File: src/rtl/peripheral_syn_ctrl.sv
// Commit-stream sequencer for the peripheral sync snapshot registers: buffers
// DUT commits, numbers them, and presents one per host handshake.
module peripheral_syn_ctrl #(
   parameter int DEPTH = 4,
   parameter int LVLW  = $clog2(DEPTH + 1)
) (
   input  logic            clk,
   input  logic            reset,
   input  logic            commit_valid,
   input  logic [63:0]     commit_pc,
   input  logic [63:0]     commit_rfdata,
   output logic            dut_stall,
   input  logic            sync_en,
   input  logic            step_mode,
   input  logic            step_req,
   input  logic            host_ack,
   input  logic            ovf_clr,
   output logic [63:0]     dutpc,
   output logic [63:0]     rfData,
   output logic [63:0]     instrcnt,
   output logic            syn_reg1_update,
   output logic            sync_valid,
   output logic            syn_pending,
   output logic            overflow,
   output logic [LVLW-1:0] fifo_level
);

   localparam int PTRW = (DEPTH > 1) ? $clog2(DEPTH) : 1;

   // Handshake: a snapshot is offered by a one-cycle LOAD pulse, then held in
   // WAIT until host_ack; the DUT side must hold commits while dut_stall is 1.
   typedef enum logic [1:0] {
      IDLE = 2'd0,
      LOAD = 2'd1,
      WAIT = 2'd2
   } state_t;

   state_t          state;
   state_t          state_next;
   logic [127:0]    mem [DEPTH];
   logic [PTRW-1:0] wr_ptr;
   logic [PTRW-1:0] rd_ptr;
   logic [LVLW-1:0] level;
   logic [63:0]     cnt;
   logic [63:0]     pc_hold;
   logic [63:0]     rf_hold;
   logic            step_latch;
   logic            full;
   logic            push;
   logic            pop;
   logic [127:0]    head;

   assign full = (level == LVLW'(DEPTH));
   assign push = commit_valid && !full;
   assign pop  = (state == LOAD);
   assign head = mem[rd_ptr];

   always_comb begin
      state_next = state;
      unique case (state)
         IDLE: if ((level != '0) && sync_en && (!step_mode || step_latch))
                  state_next = LOAD;
         LOAD: state_next = WAIT;
         WAIT: if (host_ack) state_next = IDLE;
         default: state_next = IDLE;
      endcase
   end

   always_ff @(posedge clk or posedge reset) begin
      if (reset) state <= IDLE;
      else       state <= state_next;
   end

   // Storage carries no reset; emptiness is tracked by the pointers and level.
   always_ff @(posedge clk) begin
      if (push) mem[wr_ptr] <= {commit_pc, commit_rfdata};
   end

   always_ff @(posedge clk or posedge reset) begin
      if (reset) begin
         wr_ptr <= '0;
         rd_ptr <= '0;
         level  <= '0;
      end else begin
         if (push) wr_ptr <= wr_ptr + PTRW'(1);
         if (pop)  rd_ptr <= rd_ptr + PTRW'(1);
         level <= level + LVLW'(push) - LVLW'(pop);
      end
   end

   always_ff @(posedge clk or posedge reset) begin
      if (reset) begin
         cnt     <= '0;
         pc_hold <= '0;
         rf_hold <= '0;
      end else if (pop) begin
         cnt     <= cnt + 64'd1;
         pc_hold <= head[127:64];
         rf_hold <= head[63:0];
      end
   end

   // A drop in the same cycle as ovf_clr keeps the flag set.
   always_ff @(posedge clk or posedge reset) begin
      if (reset)                    overflow <= 1'b0;
      else if (commit_valid && full) overflow <= 1'b1;
      else if (ovf_clr)             overflow <= 1'b0;
   end

   always_ff @(posedge clk or posedge reset) begin
      if (reset)
         step_latch <= 1'b0;
      else if (step_req)
         step_latch <= 1'b1;
      else if ((state == IDLE) && (state_next != IDLE))
         step_latch <= 1'b0;
   end

   // Outside LOAD the counter already equals the last presented number.
   assign dutpc           = (state == LOAD) ? head[127:64] : pc_hold;
   assign rfData          = (state == LOAD) ? head[63:0]   : rf_hold;
   assign instrcnt        = (state == LOAD) ? cnt + 64'd1  : cnt;
   assign syn_reg1_update = (state == LOAD);
   assign sync_valid      = (state == LOAD);
   assign syn_pending     = (state == WAIT);
   assign dut_stall       = full;
   assign fifo_level      = level;

endmodule

File: config.mk
export PLATFORM = sky130hd
export DESIGN_NAME = peripheral_syn_ctrl
export DESIGN_NICKNAME = d
export VERILOG_FILES = /design/src/rtl/peripheral_syn_ctrl.sv
export SDC_FILE = /design/constraint.sdc
export NUM_CORES = 1
export LEC_CHECK = 0
export ABC_CLOCK_PERIOD_IN_PS = 5600
export BUFFER_PORTS_ARGS = -buffer_cell sky130_fd_sc_hd__buf_2
export CORE_MARGIN = 4
export CORE_UTILIZATION = 40
export DETAILED_ROUTE_END_ITERATION = 8
export PLACE_DENSITY = 0.72
export SKIP_LAST_GASP = 1
export SYNTH_ARGS = -nofsm -noshare
export SYNTH_HDL_FRONTEND = slang
export SYNTH_SLANG_ARGS = --single-unit
File: constraint.sdc
create_clock -name clk -period 5.6 [get_ports clk]
set_clock_uncertainty 0.05 [all_clocks]
set_input_delay 0.28 -clock clk [delete_from_list [all_inputs] [get_ports clk]]
set_output_delay 0.28 -clock clk [all_outputs]
set_load 0.05 [all_outputs]
# After elaboration in Yosys (flattened, before gate mapping)

Memories as Yosys holds them, arrays and structs flattened.
Cells that the tools add are included.

Word-level logic and storage cells: 43
Memories: 1
Bits of input ports: 136
RAM bits: 512
Register bits after elaboration: 203
Bits in latches: 0
Bits in read-only memories: 0

Memories:

| name | depth | bits a word | rd ports | clocked after Yosys merged registers in | write ports | RTL line | RTL |
|---|---|---|---|---|---|---|---|
| mem  | 4     | 128         | 1        | 0                                       | 1           | 40       | `logic [127:0] mem [DEPTH];` |

Eq/ne operators: 3
Shift operators: 0
Reductions and logical operators: 13
Magnitude comparators: 0
Bitwise logic cells: 0
Multiply operators: 0
Multiplexer cells: 12
Divide/modulo/power cells: 0
$add $sub $neg: 5

Operators by type and width:

| cell                  | number |
|---|---|
| $mux 64               | 3 |
| $add 64x1->64 const B | 1 |
| $mux 1                | 6 |
| $pmux 2 s3            | 1 |
| $reduce_bool 2->1     | 3 |
| $logic_and 1x1->1     | 5 |
| $add 2x1->2 const B   | 2 |
| $mux 2                | 2 |
| $add 3x1->3           | 1 |
| $eq 3x3->1 const B    | 1 |
| $reduce_bool 3->1     | 1 |
| $sub 3x1->3           | 1 |
| $eq 2x1->1 const B    | 1 |
| $eq 2x2->1 const B    | 1 |
| $logic_not 1->1       | 2 |
| $logic_not 2->1       | 1 |
| $logic_or 1x1->1      | 1 |

# Logic depth before layout (Yosys ltp)

Gate-level depths: netlist (run 1).

Depth after elaboration: 9
Gate-level depth with buffers: 10
Gate-level depth less buffers: 9

# Least setup slack after synthesis (run 1)

OpenSTA, ideal clock, no wires.

Path kind: flip-flop to flip-flop
From: register level[1] (netlist: fifo_level[1])
To: memory mem[0][0], enable pin
Data arrival time: 4.443 ns
Library setup time: 0.502 ns
Stages on the path, launching flop included: 5
Setup slack: 0.605 ns
Cells stage by stage: dfrtp_1 -> nor3b_1 -> nor2b_1 -> clkbuf_1 -> and2_1

Longest elaborated chain between the ends: 5

RTL lines:

| element                      | RTL line | RTL |
|---|---|---|
| from (decl)                  | 43       | `logic [LVLW-1:0] level;` |
| from (signal assigned)       | 87       | `level <= level + LVLW'(push) - LVLW'(pop);` |
| $eq 3x3->1                   | 53       | `assign full = (level == LVLW'(DEPTH));` |
| via dut_stall                | 12       | `output logic dut_stall,` |
| $logic_not 1->1              | 54       | `assign push = commit_valid && !full;` |
| $logic_and 1x1->1            | 54       |  |
| $mux 1                       | 76       | `if (push) mem[wr_ptr] <= {commit_pc, commit_rfdata};` |
| $mux 1 (implied by the code) | 76       |  |
| to (decl)                    | 40       |  |

The timed path passes the listed nets, and every way through them passes these cells.

# Worst setup path after layout (run 1)

From: register state[1]
To: output port dutpc[45]

Longest elaborated chain between the ends: 2

RTL lines:

| element                | RTL line | RTL |
|---|---|---|
| from (decl)            | 38       | `state_t state;` |
| from (signal assigned) | 71       | `else state <= state_next;` |
| $eq 2x1->1             | 120      | `assign dutpc = (state == LOAD) ? head[127:64] : pc_hold;` |
| $mux 64                | 120      |  |
| to (decl)              | 18       | `output logic [63:0] dutpc,` |

Every way passes these cells.

==> results_dict.tcl, run 1 <==
set metrics [dict create \
    syn_inst 1548 \
    core.rowCount 94 \
    drv_cap 0 \
    vias_per_cell 5.02 \
    drive_above_1_share_pct 29.7 \
    hp-class "in2reg" \
    first_pass_iters 5 \
    port_buffers 335 \
    nets 2193 \
    drt_iter0_drc 1019 \
    netlist_top_cells_area "edfxtp_1 57%, dfrtp_1 19%, mux4_2 11%, nand2_1 5.8%, xnor2_1 1.1%" \
    required_ps 5270 \
    syn_area_um2 26800 \
    yosysSeqAreaShare_pct 76.2 \
    finalSetupViolCount 0 \
    dp_hpwl_um 36300 \
    worstSetupStartpointType "register" \
    worst_slew_pin_slew_ps 1020 \
    root_buffer "clkbuf_16" \
    drtAntennaViolNets 0 \
    synth_edf_count 512 \
    utilization_pct 50.6 \
    fp.coreArea_um2 66100 \
    synthDistinctLibCells 43 \
    place.gp.congestion 0.831 \
    synth_common_cells "512 x edfxtp_1, 416 x nand2_1, 203 x dfrtp_1" \
    cts_buffers 75 \
    htree_levels 3 \
    ys_ff_latch 715 \
    status "completed" \
    antenna_found_initial 11 \
    cts_tree "done" \
    drt-total-wl_um 59600 \
    clock_sinks 715 \
    io_pins 336 \
    gr-total-overflow 0 \
    clk_path_buf_depth 3 \
    crit_type "reg2out" \
    ys.flop_type "edfxtp_1" \
    cp_cell_sequence "nand2b_4, inv_4, buf_12, nand2_1, nand2_1, buf_2" \
    dieArea_um2 71300 \
    wl_per_cell_um 20.0 \
    timing.final.crit_share_pct 63.2 \
    postCtsSetupBuffers 0 \
    fmax_mhz 283 \
    first_global_vias 16200 \
    die_h_um 267 \
    max-slew-margin-rel_pct 32.0 \
    r2r_slack_ps 2700 \
    grt_pass1_wl_um 92700 \
    syn_area_per_cell_um2 17.3 \
    final_hold_viol_count 0 \
    post-route-min-period_ps 3540 \
    cts_hold_buf 135 \
    syn_nets 1692 \
    peakVddDrop_v 0.000655 \
    setup_slack_ps 2060 \
    area_growth_pct 24.5 \
    synth_most_common_cell "edfxtp_1" \
    post_cts_resized 0 \
    dp_worst_setup_slack_ps 2620 \
    initial_utilization_pct 40.6 \
    crit_top_cell "nand2_1" \
    design_area_um2 33400 \
    die_w_um 267 \
    cp_slowest_cell "inv_4" \
    drc 0 \
    grt_usage_pct 16.7 \
    synth_warnings 0 \
    crit_fanout 78 \
    place_area_um2 29600 \
    vias 15000 \
    maxSlewViolCount 0 \
    arrival_ps 3210 \
    grt_max_degree 157 \
    synth_top_area_cell "edfxtp_1" \
    fin_tns_setup_ps 0 \
    worst_setup_path_end_kind "primary output" \
    power_density_nw_per_um2 573 \
    async_flop_share_pct 28.4 \
    clock_latency_ps 600 \
    power.leakage_uw 0.0134 \
    path_clk_slew_ps 60 \
    crit_path_max_incr_delay_ps 660 \
    synth_top_area_share_pct 57.3 \
    rsz0062_at_grt "false" \
]
[final cells by class]
class,instances,area (um2)
diodes,9,22.5
clock buffers,109,2210
clock inverters,30,238
fillers,5372,32700
inverters,19,77.6
multi-input cells,752,6080
flip-flops and latches,715,20500
well taps,864,1080
repair buffers,486,3260
[where the power goes]
part           switching (uW)  internal [uW]  total (uW)
registers                 454           7010        7460
logic                    4880           1960        6840
clock network            2030           2820        4850
[registers in the layout, indices dropped and copies added (netlist names)]
name and count:
state 2, rd_ptr 2, step_latch 1, rf_hold 64, mem 512, pc_hold 64
overflow 1, fifo_level 3, cnt 64, wr_ptr 2
[placed cells by master (no fill, tap or decap), drive strengths merged]
| cell type | instances |
|---|---|
| o21ai | 3 |
| inv | 26 |
| ha | 7 |
| nor3 | 20 |
| bufinv | 1 |
| diode | 9 |
| xnor2 | 34 |
| clkinvlp | 6 |
| nand2b | 3 |
| and3 | 6 |
| nand2 | 416 |
| fa | 1 |
| or3 | 2 |
| nor2b | 1 |
| a21oi | 1 |
| buf | 351 |
| and2 | 4 |
| dlygate4sd3 | 135 |
| nand3 | 25 |
| clkinv | 16 |
| o311ai | 1 |
| nand4 | 19 |
| clkbuf | 109 |
| dfrtp | 203 |
| nor4b | 1 |
| a21o | 1 |
| edfxtp | 512 |
| nor2 | 23 |
| or4 | 1 |
| or2 | 1 |
| and4 | 2 |
| and2b | 1 |
| xor2 | 34 |
| mux4 | 128 |
| nand3b | 2 |
| nor3b | 1 |
| nor4 | 14 |
[per-layer routing]
| layer | share of wire, % | vias to the layer above | track usage (%) | wire length (um) |
|---|---|---|---|---|
| li1 | - | 6762 | - | - |
| met3 | 6.7 | 104 | 4.06 | 4010 |
| met5 | 0.057 | - | 0 | 34 |
| met4 | 2.4 | 6 | 5.03 | 1440 |
| met2 | 50 | 456 | 28.7 | 29800 |
| met1 | 41 | 7644 | 21.3 | 24300 |
[critical path: cells and delay by family (launching register included)]
kind                   cells  cell delay (ps)
buffers and inverters      3             1310
and+or+nand+nor            3              700
DFF                        1              400
[path summary, 6_finish.rpt]
path | start | end | depth (start not counted)
setup / recovery | state[1] | dutpc[45] | 6
hold / removal | sync_en | step_latch | 3
setup reg to reg | fifo_level[2] | mem[1][34] | 4
hold reg to reg | cnt[63] | cnt[63] | 1
max in group asynchronous | reset | state[0] | 5
min in group asynchronous | reset | cnt[55] | 4
[metrics by stage]
step	hold WS [ps]	total power [uW]	cells
CTS	7.80	19400	2975
global route	66.3	20100	2982
finish	55.6	19200	2984
floorplan	317	12600	1548
detailed placement	402	14400	2701
global placement	399	14300	2701
[cells by family after synthesis]
group	after synthesis	synth area share, %
AOI/OAI and AO/OA	6	0.135
muxes	128	10.7
buffers and inverters	81	1.22
xor gates and xnor gates	68	2.22
adders and majority gates	8	0.401
and+or+nand+nor	542	9.09
DFF	715	76.2
Note: power is estimated with default switching activity, not from simulation.
==> run 2: changes to the inputs <==
--- a/config.mk
+++ b/config.mk
@@ -5,7 +5,7 @@
 export SDC_FILE = /design/constraint.sdc
 export NUM_CORES = 1
 export LEC_CHECK = 0
-export ABC_CLOCK_PERIOD_IN_PS = 5600
+export ABC_CLOCK_PERIOD_IN_PS = 3050
 export BUFFER_PORTS_ARGS = -buffer_cell sky130_fd_sc_hd__buf_2
 export CORE_MARGIN = 4
 export CORE_UTILIZATION = 40
==> constraint.sdc (replaced) <==
create_clock -name clk -period 3.05 [get_ports clk]
set_clock_uncertainty 0.05 [all_clocks]
set_input_delay 0.1525 -clock clk [delete_from_list [all_inputs] [get_ports clk]]
set_output_delay 0.1525 -clock clk [all_outputs]
set_load 0.05 [all_outputs]
==> run 2 against run 1 <==
Non-clock buffer count grew 29. Register-to-register slack lost 2000 ps. Hold slack gained 180 ps. First-iteration DRC count grew 15%. Clock power grew 84%. Design area grew 1.5%. Sequential power grew 81%. Critical path depth is the same. Critical endpoint is now instrcnt[34]. Largest power group unchanged. Highest routed layer is now met4.
==> results_dict.tcl, run 2 (synthesized netlist as in run 1, its figures left out) <==
set metrics [dict create \
    final_cells 3009 \
    cp_slowest_cell "or4_1" \
    dieArea_um2 71300 \
    rsz0062_at_grt "true" \
    switching_share_pct 38.9 \
    core.rowCount 94 \
    place_area_um2 30000 \
    wl_met2_um 31900 \
    max-slew-margin-rel_pct 39.5 \
    root_buffer "clkbuf_16" \
    design_area_um2 33900 \
    layout_commonest_cell "edfxtp_1" \
    drt_iter0_drc 1174 \
    combPwrFrac_pct 37.3 \
    vias_per_cell 5.10 \
    path_clk_slew_ps 60 \
    drc 0 \
    first_global_vias 16800 \
    power_density_nw_per_um2 1050 \
    worstSetupStartpointType "register" \
    grt_max_degree 95 \
    antenna_found_initial 6 \
    hp-class "in2async" \
    post-route-min-period_ps 2960 \
    dp_hpwl_um 37100 \
    crit_type "reg2out" \
    drtAntennaViolNets 0 \
    cp_top_family "simple AND/OR/NAND/NOR gates" \
    internal-power_uw 21800 \
    cp_cell_sequence "nand3_1, or4_1, nor3_4, nand3b_1, xnor2_1, buf_4" \
    power.leakage_uw 0.0136 \
    cts_buffers 75 \
    die_w_um 267 \
    r2r_cells 10 \
    crit_path_max_incr_delay_ps 590 \
    place.gp.congestion 0.827 \
    regMostFlops "mem" \
    maxSlewViolCount 0 \
    wl_per_cell_um 20.9 \
    htree_levels 3 \
    clk_path_buf_depth 3 \
    final_hold_viol_count 0 \
    crit_path_start "cnt[25]" \
    clock_latency_ps 610 \
    grt_pass1_wl_um 97500 \
    worst_setup_path_end_kind "primary output" \
    largest_reg_flops 512 \
    timing.final.crit_share_pct 97.1 \
    finalSetupViolCount 0 \
    grt_usage_pct 17.8 \
    r2r_slack_ps 720 \
    wl_met3_um 4430 \
    r2r_start "fifo_level[2]" \
    area_growth_pct 26.4 \
    arrival_ps 2760 \
    p_sw_uw 13900 \
    dp_worst_setup_slack_ps 477 \
    path_buf_inv 1 \
    drv_cap 0 \
    first_pass_iters 5 \
    cp.depth 6 \
    p_clk_share_pct 24.9 \
    gr-total-overflow 0 \
    fmax_mhz 338 \
    route.top_layer_used "met4" \
    clock_sinks 715 \
    vias 15300 \
    r2r_end "fifo_level[2]" \
    die_h_um 267 \
    peakVddDrop_v 0.000980 \
    drt-total-wl_um 63000 \
    most-common-layout-cells "512 x edfxtp_1, 416 x nand2_1, 324 x buf_2" \
    crit_fanout 5 \
    worst_slew_pin_slew_ps 905 \
    wl_met1_um 25000 \
    setup_slack_ps 88.2 \
    nets 2222 \
    drive_above_1_share_pct 31.0 \
    initial_utilization_pct 40.6 \
    io_pins 336 \
    dp.cells 2724 \
    fp.coreArea_um2 66100 \
    cp-endpoint "instrcnt[34]" \
    port_buffers 335 \
    status "completed" \
    required_ps 2850 \
    pwr-share-seq_pct 37.8 \
    cts_tree "done" \
]
==> run 2: routing by layer <==
metal	global-route usage (%)	vias up
li1	-	6794
met1	22.2	7891
met2	30.5	536
met3	4.41	114
met4	5.87	0
met5	0	-
==> run 2: area by class of cell <==
cell class,count,area (um2)
well taps,864,1080
multi-input cells,752,6170
fillers,5276,32200
clock buffers,102,2040
flip-flops and latches,715,20500
inverters,19,77.6
repair buffers,515,3710
clock inverters,36,384
diodes,6,15.0
==> run 2: worst min path at each step <==
| stage | from | endpoint | cells after the start |
|---|---|---|---|
| floorplan | step_mode | state[0] | 1 |
| global placement | step_req | step_latch | 2 |
| detailed placement | step_req | step_latch | 2 |
| CTS | commit_pc[34] | mem[2][98] | 2 |
| global route | commit_pc[19] | mem[1][83] | 2 |
| finish | reset | cnt[37] | 3 |
==> run 2: metrics by stage <==
step / hold WS, ps / utilization [%] / total power, uW / TNS, ps
2_1_floorplan: 189 / - / 23100 / -204800
4_1_cts: 179 / 51.2 / 36100 / 0
6_report: 240 / 51.3 / 35700 / 0
3_5_place_dp: 287 / 45.3 / 27000 / 0
3_3_place_gp: 281 / 45.3 / 26700 / 0
5_1_grt: 218 / 51.3 / 37500 / -426
==> run 2: worst min-delay path, delay by kind of cell <==
family                 cells  cell delay (ps)
buffers and inverters      3             1250
==> run 2: power groups by stage <==
stage / Sequential [uW] / Combinational (uW) / Clock [uW]
detailed placement: 13700 / 13300 / 0
finish: 13500 / 13300 / 8900
CTS: 13500 / 13500 / 9120
global placement: 13500 / 13100 / 0
global route: 13700 / 14200 / 9590
floorplan: 13600 / 9490 / 0
==> run 2: repair_timing <==
item                                    CTS  global route
buffers inserted                          2             2
hold buffers                            137             0
endpoints found under the hold margin   550             0
endpoints found under the setup margin   18            24
cloned                                    0             0
gates resized for setup                   4            28
pin swaps                                 2             4
